### src/rtl/memory_arbiter.sv
// Two-to-one arbiter between the instruction and data memory ports and the single shared memory bus.
// Keeps one transaction outstanding, buffers requests that lose arbitration and routes each response back to its owner.
module memory_arbiter (
   input  logic        reset,
   input  logic        clock,
   input  logic        imemory_valid,
   input  logic        imemory_instr,
   input  logic [31:0] imemory_addr,
   input  logic [31:0] imemory_wdata,
   input  logic [3:0]  imemory_wstrb,
   output logic [31:0] imemory_rdata,
   output logic        imemory_error,
   output logic        imemory_ready,
   input  logic        dmemory_valid,
   input  logic        dmemory_instr,
   input  logic [31:0] dmemory_addr,
   input  logic [31:0] dmemory_wdata,
   input  logic [3:0]  dmemory_wstrb,
   output logic [31:0] dmemory_rdata,
   output logic        dmemory_error,
   output logic        dmemory_ready,
   output logic        memory_valid,
   output logic        memory_instr,
   output logic [31:0] memory_addr,
   output logic [31:0] memory_wdata,
   output logic [3:0]  memory_wstrb,
   input  logic [31:0] memory_rdata,
   input  logic        memory_error,
   input  logic        memory_ready
);

   localparam int unsigned ADDR_W = 32;
   localparam int unsigned DATA_W = 32;
   localparam int unsigned STRB_W = 4;

   typedef enum logic [1:0] {IDLE, BUSY_I, BUSY_D} state_t;
   typedef enum logic [2:0] {SEL_NONE, SEL_PEND_D, SEL_NEW_D, SEL_PEND_I, SEL_NEW_I} sel_t;

   state_t state, state_next;
   sel_t   sel;
   logic   can_issue;

   logic              pend_i, pend_i_next;
   logic              pend_i_instr, pend_i_instr_next;
   logic [ADDR_W-1:0] pend_i_addr, pend_i_addr_next;
   logic [DATA_W-1:0] pend_i_wdata, pend_i_wdata_next;
   logic [STRB_W-1:0] pend_i_wstrb, pend_i_wstrb_next;

   logic              pend_d, pend_d_next;
   logic              pend_d_instr, pend_d_instr_next;
   logic [ADDR_W-1:0] pend_d_addr, pend_d_addr_next;
   logic [DATA_W-1:0] pend_d_wdata, pend_d_wdata_next;
   logic [STRB_W-1:0] pend_d_wstrb, pend_d_wstrb_next;

   // The bus can accept a new request when idle or in the cycle the current one completes.
   assign can_issue = reset && ((state == IDLE) || memory_ready);

   // Fixed priority: data always wins over instruction, buffered before new.
   always_comb begin
      sel = SEL_NONE;
      if (can_issue) begin
         if (pend_d)             sel = SEL_PEND_D;
         else if (dmemory_valid) sel = SEL_NEW_D;
         else if (pend_i)        sel = SEL_PEND_I;
         else if (imemory_valid) sel = SEL_NEW_I;
      end
   end

   always_ff @(posedge clock) begin
      if (!reset) begin
         state        <= IDLE;
         pend_i       <= 1'b0;
         pend_i_instr <= 1'b0;
         pend_i_addr  <= '0;
         pend_i_wdata <= '0;
         pend_i_wstrb <= '0;
         pend_d       <= 1'b0;
         pend_d_instr <= 1'b0;
         pend_d_addr  <= '0;
         pend_d_wdata <= '0;
         pend_d_wstrb <= '0;
      end else begin
         state        <= state_next;
         pend_i       <= pend_i_next;
         pend_i_instr <= pend_i_instr_next;
         pend_i_addr  <= pend_i_addr_next;
         pend_i_wdata <= pend_i_wdata_next;
         pend_i_wstrb <= pend_i_wstrb_next;
         pend_d       <= pend_d_next;
         pend_d_instr <= pend_d_instr_next;
         pend_d_addr  <= pend_d_addr_next;
         pend_d_wdata <= pend_d_wdata_next;
         pend_d_wstrb <= pend_d_wstrb_next;
      end
   end

   always_comb begin
      state_next        = state;
      pend_i_next       = pend_i;
      pend_i_instr_next = pend_i_instr;
      pend_i_addr_next  = pend_i_addr;
      pend_i_wdata_next = pend_i_wdata;
      pend_i_wstrb_next = pend_i_wstrb;
      pend_d_next       = pend_d;
      pend_d_instr_next = pend_d_instr;
      pend_d_addr_next  = pend_d_addr;
      pend_d_wdata_next = pend_d_wdata;
      pend_d_wstrb_next = pend_d_wstrb;
      memory_valid      = 1'b0;
      memory_instr      = 1'b0;
      memory_addr       = '0;
      memory_wdata      = '0;
      memory_wstrb      = '0;
      imemory_rdata     = '0;
      imemory_error     = 1'b0;
      imemory_ready     = 1'b0;
      dmemory_rdata     = '0;
      dmemory_error     = 1'b0;
      dmemory_ready     = 1'b0;

      if (reset) begin
         // Response goes only to the port that owns the in-flight transaction.
         if (state == BUSY_I) begin
            imemory_rdata = memory_rdata;
            imemory_error = memory_error;
            imemory_ready = memory_ready;
         end else if (state == BUSY_D) begin
            dmemory_rdata = memory_rdata;
            dmemory_error = memory_error;
            dmemory_ready = memory_ready;
         end

         if (can_issue) state_next = IDLE;

         case (sel)
            SEL_PEND_D: begin
               memory_valid = 1'b1;
               memory_instr = pend_d_instr;
               memory_addr  = pend_d_addr;
               memory_wdata = pend_d_wdata;
               memory_wstrb = pend_d_wstrb;
               pend_d_next  = 1'b0;
               state_next   = BUSY_D;
            end
            SEL_NEW_D: begin
               memory_valid = 1'b1;
               memory_instr = dmemory_instr;
               memory_addr  = dmemory_addr;
               memory_wdata = dmemory_wdata;
               memory_wstrb = dmemory_wstrb;
               state_next   = BUSY_D;
            end
            SEL_PEND_I: begin
               memory_valid = 1'b1;
               memory_instr = pend_i_instr;
               memory_addr  = pend_i_addr;
               memory_wdata = pend_i_wdata;
               memory_wstrb = pend_i_wstrb;
               pend_i_next  = 1'b0;
               state_next   = BUSY_I;
            end
            SEL_NEW_I: begin
               memory_valid = 1'b1;
               memory_instr = imemory_instr;
               memory_addr  = imemory_addr;
               memory_wdata = imemory_wdata;
               memory_wstrb = imemory_wstrb;
               state_next   = BUSY_I;
            end
            default: ;
         endcase

         // A request pulse that was not sent straight through is held until the bus frees up.
         if (imemory_valid && (sel != SEL_NEW_I)) begin
            pend_i_next       = 1'b1;
            pend_i_instr_next = imemory_instr;
            pend_i_addr_next  = imemory_addr;
            pend_i_wdata_next = imemory_wdata;
            pend_i_wstrb_next = imemory_wstrb;
         end
         if (dmemory_valid && (sel != SEL_NEW_D)) begin
            pend_d_next       = 1'b1;
            pend_d_instr_next = dmemory_instr;
            pend_d_addr_next  = dmemory_addr;
            pend_d_wdata_next = dmemory_wdata;
            pend_d_wstrb_next = dmemory_wstrb;
         end
      end
   end

endmodule

### config.mk
export PLATFORM = sky130hd
export DESIGN_NAME = memory_arbiter
export DESIGN_NICKNAME = d
export VERILOG_FILES = /design/src/rtl/memory_arbiter.sv
export SDC_FILE = /design/constraint.sdc
export NUM_CORES = 1
export LEC_CHECK = 0
export CORE_MARGIN = 3
export CORE_UTILIZATION = 46
export DETAILED_ROUTE_END_ITERATION = 8
export GPL_ROUTABILITY_DRIVEN = 0
export PLACE_DENSITY = 0.81
export SLEW_MARGIN = 20
export SYNTH_ARGS = -nofsm -noshare
export SYNTH_HDL_FRONTEND = slang
export SYNTH_SLANG_ARGS = --single-unit
export TNS_END_PERCENT = 10
### constraint.sdc
create_clock -name clock -period 4.3 [get_ports clock]
set_input_delay 0.645 -clock clock [delete_from_list [all_inputs] [get_ports clock]]
set_output_delay 0.645 -clock clock [all_outputs]
set_load 0.005 [all_outputs]
# == Yosys cells after proc, flatten, opt, wreduce, memory -nomap -nowiden ==
# Index checks and enable logic that the tools add are counted.
# Widths: inputs -> output; s select.
# word_totals
register_bits,142
in_bits,176
wordCells,66
# classes
eq_ne,8
muxes,36
n_reduce_logical,11
# ops
cell,count
$pmux 32 s4,2
$mux 32,7
$mux 1,17
$pmux 4 s4,1
$mux 3,5
$eq 3x2->1 const B,2
$mux 4,1
$pmux 1 s4,1
$pmux 2 s2,1
$reduce_bool 2->1,2
$reduce_or 2->1,2
$reduce_or 4->1,1
$eq 3x1->1 const B,1
$eq 3x3->1 const B,1
$logic_and 1x1->1,3
$ne 3x2->1 const B,1
$ne 3x3->1 const B,1
$reduce_bool 3->1,1
$eq 2x1->1 const B,1
$eq 2x2->1 const B,1
$logic_not 2->1,1
$mux 2,1
$logic_or 1x1->1,1

# == Logic depth before layout (Yosys ltp) ==
# Gate-level depths: netlist of run 1.
# logic_depth
word_depth,9
mapped_depth,7

# == Worst setup path before layout of run 1 ==
# OpenSTA, ideal clock, no wires.
# synth_path
path_kind,input to output
from,input dmemory_valid
to,output memory_addr[11]
arrival_ns,1.763
t_required_ns,3.655
setup_slack_ns,1.892
stages,6
n_path_buf,3
cell_sequence,buf_2 -> buf_2 -> buf_1 -> a21oi_1 -> a221o_1 -> a21oi_1
# synth_via
elab_chain_len,6
elab_cells_between_ends,9
cone_classes,4 x eq/ne; 5 x mux
# synth_lines
element,line_no,rtl
start: declaration,14,"input logic dmemory_valid,"
$mux 3 *,63,else if (dmemory_valid) sel = SEL_NEW_D;
$mux 3 *,62,if (pend_d) sel = SEL_PEND_D;
$mux 3 *,61,if (can_issue) begin
"$eq 3x3->1, or another cell as far along",135,case (sel)
$pmux 32 s4 *,135,
$mux 32 *,121,if (reset) begin
end: declaration,24,"output logic [31:0] memory_addr,"
# Mark *: on every way between the ends. The rest lies on a longest branch, timed or not.

# == Worst setup path after layout of run 1 ==
# layout_path
from,input dmemory_valid
to,output memory_addr[18]
# The elaborated chain is that of the path after synthesis.

==> results of run 1 <==
==> area by class of cell <==
type,instances,share of cell area (%)
Sequential cell,142,22.3
Tap cell,260,2.54
Inverter,70,2.05
Timing Repair Buffer,341,26.5
Multi-Input combinational cell,885,42.2
Clock buffer,18,3.35
Clock inverter,14,1.07
==> placed cells by master (no fill, tap or decap), drive strengths merged <==
master         synthesis  final
o41ai                  1      1
dfxtp                142    142
clkbuf               122     18
a221o                 69     69
o211ai                70     70
o2111ai               69     69
o21ai                  2      2
mux2i                 69     69
o311a                  1      1
o31a                   1      1
nand3b                70     70
bufinv                 0      1
nor2                  72     72
a21o                   1      1
o21ba                  1      1
clkinv                 0      3
or3                    1      1
clkdlybuf4s50          0    310
clkinvlp               0      6
nand3                  1      1
inv                   70     74
nand2                243    243
buf                   37     31
nand2b                 5      5
a21oi                209    209
==> worst max-delay path: cells and delay by family <==
family | cells | cell delay [ns]
AOI/OAI and AO/OA | 3 | 0.57
buffers and inverters | 3 | 1.46
==> logic make-up (layout without fill, tap and decap cells) <==
family          Yosys count  after routing  synth area share [%]
flops                   142            142                  31.1
mux                      69             69                  7.55
simple gates            392            392                  19.1
buf+inv                 229            443                  10.3
compound gates          424            424                  31.9
==> state kept, by name, summed over array words and instances, names as in the netlist <==
signal and count:
pend_d 1, pend_d_addr 32, pend_d_instr 1, pend_d_wdata 32, pend_d_wstrb 4, pend_i 1, pend_i_addr 32, pend_i_instr 1
pend_i_wdata 32, pend_i_wstrb 4, state 2
==> layer usage <==
layer	share of wire, %	GRT usage [%]	wire [µm]
met1	43	41.5	14800
met3	8.0	6.08	2740
met4	1.7	8.29	575
met5	0	0	0
met2	47	47.5	16000
==> power breakdown <==
group	total [mW]	internal (mW)	leakage [nW]	switching (mW)
Clock	1.43	0.805	0.256	0.628
Combinational	1.03	0.502	3.26	0.525
Sequential	1.47	1.40	1.17	0.0657
==> worst min path at each step <==
stage,slack [ns],end,depth (start not counted)
6_report,0.46,pend_i_addr[13]$_SDFFE_PN0P_,2
5_1_grt,0.47,pend_i_addr[1]$_SDFFE_PN0P_,2
4_1_cts,0.46,pend_i_addr[13]$_SDFFE_PN0P_,2
3_5_place_dp,0.45,pend_i_wdata[8]$_SDFFE_PN0P_,2
3_3_place_gp,0.44,pend_i_wdata[6]$_SDFFE_PN0P_,2
2_1_floorplan,0.43,pend_i_addr[30]$_SDFFE_PN0P_,2
==> results.json, run 1 <==
{
  "power.leakage_nw": 4.69,
  "numPlacedInstances": 1697,
  "worst_setup_path_start_kind": "primary input",
  "number_of_enable_flip_flop_cells_after_synthesis": 0,
  "final_core_utilization_pct": 66.9,
  "multi_input_gate_area_in_the_final_layout_um2": 5400,
  "finalClockSkew_ns": 0.0107,
  "worst_flop_to_flop_path_endpoint": "pend_d_wdata[13]$_SDFFE_PN0P_",
  "floorplan.die_area_um2": 21600,
  "syn2layout_area_growth_pct": 39.9,
  "pin_count_of_the_biggest_net_entering_global_routing": 125,
  "port-buffer-count": 313,
  "timing.reg2reg.setup_slack_ns": 1.74,
  "area_share_of_the_leading_cell_type_in_the_synthesized_netlist_pct": 31.1,
  "cap_violations": 0,
  "synth_cell_types": 25,
  "detailroute.via_count": 10500,
  "setup-tns-final_ns": 0,
  "grt_setup_unrepaired": "false",
  "status": "finished, final reports clean",
  "cts_max_level": 4,
  "reg2reg_depth": 5,
  "grt_pass1_wl_um": 53500,
  "cts_root_buf": "sky130_fd_sc_hd__clkbuf_16",
  "ctsResizeCount": 0,
  "hold_class": "flop to flop",
  "drt.antenna.violating_nets": 0,
  "ios": 314,
  "ys_seq_elements": 142,
  "synth_async_sr_flop_share_pct": 0,
  "detail_route.wl_per_cell_um": 19.8,
  "remaining_drc_errors": 0,
  "cp_max_fo": 94,
  "postCtsHoldBufs": 0,
  "worst_ep_arrival_time_ns": 2.75,
  "place_ws_ns": 0.934,
  "cp_data_required_time_ns": 3.65,
  "tot_pwr_mw": 3.93,
  "cts_made_buffers": 17,
  "crit_path_start": "dmemory_valid",
  "synth.yosys.warnings": 0,
  "worstSetupPathType": "primary input to primary output",
  "viasPerCell": 6.08,
  "grt_util_all_layers_pct": 29.9,
  "core-area_um2": 19100,
  "fillCellCount": 1646,
  "crit_path_end_kind": "primary output",
  "mappedNetlistNets": 1432,
  "grt-ovfl-total": 0,
  "worstHoldStart": "pend_i_addr[13]$_SDFFE_PN0P_",
  "maxSlewViolCount": 0,
  "final_cells": 1730,
  "postSynthCellCount": 1256,
  "grt_antenna_before_repair": 0,
  "tightestPinTransition_ns": 0.874,
  "num_antenna_cells": 0,
  "via_count_of_the_first_global_routing_pass": 9931,
  "cts.reportedPaths.clkPinSlew_ns": 0.06,
  "synth_sequential_area_ratio_pct": 31.1,
  "critPathSlowestCell": "sky130_fd_sc_hd__clkdlybuf4s50_1",
  "number_of_buffers_between_clock_root_and_the_deepest_sink": 2,
  "worst_hold_slack_ns": 0.456,
  "synth.avg_cell_area_um2": 7.29,
  "synth_top_cells_by_count": "sky130_fd_sc_hd__nand2_1 (243), sky130_fd_sc_hd__a21oi_1 (209), sky130_fd_sc_hd__dfxtp_1 (142), sky130_fd_sc_hd__clkbuf_1 (122), sky130_fd_sc_hd__nor2_1 (72)",
  "syn-cell-area_um2": 9150,
  "tritoncts_clock_tree": "built",
  "timing.critical_path.mode_cell": "sky130_fd_sc_hd__a21oi_1",
  "setup_bufs_post_cts": 0,
  "initial_utilization_pct": 47.8,
  "cts_sinks": 142,
  "biggest_area_consumer_among_synthesized_cells": "sky130_fd_sc_hd__dfxtp_1",
  "setup.worst_path.end": "memory_addr[18]",
  "die-height_um": 147,
  "main_area_contributors_after_synthesis": "sky130_fd_sc_hd__dfxtp_1 (31%), sky130_fd_sc_hd__a21oi_1 (11%), sky130_fd_sc_hd__nand2_1 (10%)",
  "max_clock_freq_ghz": 0.294,
  "critical-path-max-stage-delay_ns": 0.54,
  "post-route-period-util_pct": 79.0,
  "critical_path.cell_chain": "buf_6, buf_4, a21oi_1, a221o_1, a21oi_1, clkdlybuf4s50_1",
  "routed_wl_um": 34200,
  "max-slew-margin-rel_pct": 41.7,
  "power.ir.vdd_worst_uv": 286,
  "hpwlAfterDp_um": 21600,
  "chipWidth_um": 147,
  "crit-reg2reg-launch": "pend_d$_SDFFE_PN0P_",
  "report.final.setup_viol": 0,
  "dominant_register_cell_in_the_synthesized_netlist": "sky130_fd_sc_hd__dfxtp_1",
  "placementRows": 50,
  "drt_iter0_markers": 1132,
  "placement_stage_cell_area_um2": 12200,
  "finalNetCount": 1633,
  "yosys.cell_count.top_type": "sky130_fd_sc_hd__nand2_1",
  "finalHoldViolCount": 0,
  "powerDensity_nw_per_um2": 307,
  "period_minus_slack_ns": 3.40,
  "design_area_um2": 12800,
  "timing.final.ws_setup_ns": 0.904,
  "clk_latency_ns": 0.43,
  "drt_first_pass_iters": 6,
  "register_area_um2": 2850,
  "drive_above_1_share_pct": 4.97
}
(Power assumes the default switching activity.)
==> run 2, diff against run 1 <==
CORE_UTILIZATION = 42   (was 46)
PLACE_DENSITY = 0.78   (was 0.81)
clock period = 3 ns   (was 4.3 ns; I/O delays follow)
==> run 2 against run 1 <==
Effect of this change:
- worst hold slack worse by 0.030 ns
- die area up 9.1%
- cell count rose by 2.0%
- cell area rose by 2.3%
- highest routed layer is now met5
==> results.json, run 2 (synthesis results as in run 1) <==
{
  "status": "finished, final reports clean",
  "worst_setup_path_start_kind": "flop",
  "numPlacedInstances": 1729,
  "grt_util_all_layers_pct": 28.3,
  "final_cells": 1765,
  "share_seq_of_total_power_pct": 36.2,
  "die-height_um": 154,
  "cts_sinks": 142,
  "ios": 314,
  "setup-tns-final_ns": 0,
  "grt-ovfl-total": 0,
  "power.leakage_nw": 4.83,
  "floorplan.die_area_um2": 23600,
  "cts_root_buf": "sky130_fd_sc_hd__clkbuf_16",
  "reg2reg_depth": 4,
  "worst_flop_to_flop_path_endpoint": "pend_i_addr[19]$_SDFFE_PN0P_",
  "max-slew-margin-rel_pct": 45.9,
  "core-area_um2": 21200,
  "cap_violations": 0,
  "remaining_drc_errors": 0,
  "endpoint_of_the_worst_hold_path": "pend_d$_SDFFE_PN0P_",
  "cp_max_fo": 54,
  "clk_latency_ns": 0.42,
  "detail_route.wl_per_cell_um": 20.2,
  "drt_iter0_markers": 905,
  "chipWidth_um": 154,
  "report.final.setup_viol": 0,
  "port-buffer-count": 313,
  "comb_power_share_pct": 26.1,
  "cts_max_level": 4,
  "maxSlewViolCount": 0,
  "post-route-period-util_pct": 93.7,
  "whs_path_depth": 3,
  "crit_path_end_kind": "primary output",
  "drt.antenna.violating_nets": 0,
  "viasPerCell": 6.04,
  "pwr-share-clk_pct": 37.7,
  "number_of_buffers_between_clock_root_and_the_deepest_sink": 2,
  "via_count_of_the_first_global_routing_pass": 10300,
  "tightestPinTransition_ns": 0.811,
  "grt_setup_unrepaired": "false",
  "syn2layout_area_growth_pct": 43.1,
  "layout_common_cells": "sky130_fd_sc_hd__clkdlybuf4s50_1 (310), sky130_fd_sc_hd__nand2_1 (242), sky130_fd_sc_hd__a21oi_1 (209)",
  "cts_made_buffers": 17,
  "p_switching_mw": 1.71,
  "routed_wl_um": 35700,
  "crit-reg2reg-launch": "pend_d$_SDFFE_PN0P_",
  "fillCellCount": 1931,
  "grt_pass1_wl_um": 55200,
  "initial_utilization_pct": 43.1,
  "pin_count_of_the_biggest_net_entering_global_routing": 71,
  "placementRows": 53,
  "hpwlAfterDp_um": 23500,
  "worst_hold_slack_ns": 0.426,
  "critical-path-max-stage-delay_ns": 0.76,
  "finalClockSkew_ns": 0.0145,
  "postCtsHoldBufs": 0,
  "detailroute.via_count": 10700,
  "worst_ep_arrival_time_ns": 2.36,
  "critical_path.cell_chain": "buf_12, nand2_1, a21oi_1, clkdlybuf4s50_1",
  "cp_data_required_time_ns": 2.55,
  "worstSetupPathType": "flop to primary output",
  "powerDensity_nw_per_um2": 444,
  "tot_pwr_mw": 5.82,
  "tritoncts_clock_tree": "built",
  "most_common_cell_after_layout_fill_and_taps_aside": "sky130_fd_sc_hd__clkdlybuf4s50_1",
  "switching_share_pct": 29.5,
  "grt_antenna_before_repair": 3,
  "drive_above_1_share_pct": 6.12,
  "power.ir.vdd_worst_uv": 325,
  "worstHoldStart": "reset",
  "timing.reg2reg.setup_slack_ns": 0.85,
  "intPower_mw": 4.10,
  "ctsResizeCount": 0,
  "hold_class": "primary input to flop",
  "finalNetCount": 1651,
  "period_minus_slack_ns": 2.81,
  "cts.reportedPaths.clkPinSlew_ns": 0.06,
  "drt_first_pass_iters": 6,
  "max_clock_freq_ghz": 0.356,
  "critPathSlowestCell": "sky130_fd_sc_hd__dfxtp_4",
  "finalHoldViolCount": 0
}
==> run 2: final cells by class <==
| cell class | count | area (µm²) | share of cell area [%] |
|---|---|---|---|
| Inverter | 70 | 263 | 2.01 |
| Clock inverter | 13 | 164 | 1.25 |
| Timing Repair Buffer | 359 | 3630 | 27.7 |
| Antenna cell | 2 | 5.00 | 0.0382 |
| Clock buffer | 19 | 443 | 3.38 |
| Tap cell | 275 | 344 | 2.63 |
| Multi-Input combinational cell | 885 | 5400 | 41.2 |
| Sequential cell | 142 | 2850 | 21.8 |
==> run 2: how the worst max path moves through the flow <==
stage / startpoint / to / slack, ns / depth (start not counted)
after floorplan: dmemory_valid / memory_addr[11] / 0.98 / 6
after global placement: dmemory_valid / memory_addr[28] / 0.34 / 6
after detailed placement: dmemory_valid / memory_wdata[26] / 0.31 / 6
after CTS: pend_i$_SDFFE_PN0P_ / memory_wdata[23] / 0.06 / 5
after global routing: pend_d$_SDFFE_PN0P_ / memory_wstrb[3] / 0.08 / 4
final: pend_d$_SDFFE_PN0P_ / memory_wdata[16] / 0.19 / 4
==> run 2: repair_timing <==
action	4_1_cts	5_1_grt
gates cloned	0	0
buffers inserted	1	1
setup endpoints to repair	2	1
==> run 2: per-layer routing <==
layer	vias to the layer above	wire, µm	GRT usage, %
met4	2	756	8.20
li1	4945	-	-
met1	5134	14400	35.2
met3	48	2730	6.59
met5	-	13	0
met2	526	17800	48.9
==> run 2: power by group through the flow <==
| stage | combinational (mW) | clock, mW | sequential [mW] |
|---|---|---|---|
| finish | 1.52 | 2.19 | 2.10 |
| detailed placement | 1.48 | 0 | 2.15 |
| CTS | 1.50 | 2.22 | 2.11 |
| global placement | 1.46 | 0 | 2.14 |
| floorplan | 0.805 | 0 | 2.10 |
| global route | 1.63 | 2.30 | 2.12 |
==> run 2: stage by stage <==
step	util, %	instance area [µm²]	setup slack (ns)
global placement	58.7	12500	0.343
finish	61.7	13100	0.188
detailed placement	58.7	12500	0.306
global route	61.7	13100	0.0792
floorplan	-	9150	0.982
CTS	61.6	13100	0.0631
==> run 2: worst max-delay path, delay by kind of cell (launching register included) <==
kind,cells,cell delay (ns)
DFF,1,0.76
AOI/OAI and AO/OA,1,0.23
buffers and inverters,2,0.86
and+or+nand+nor,1,0.08
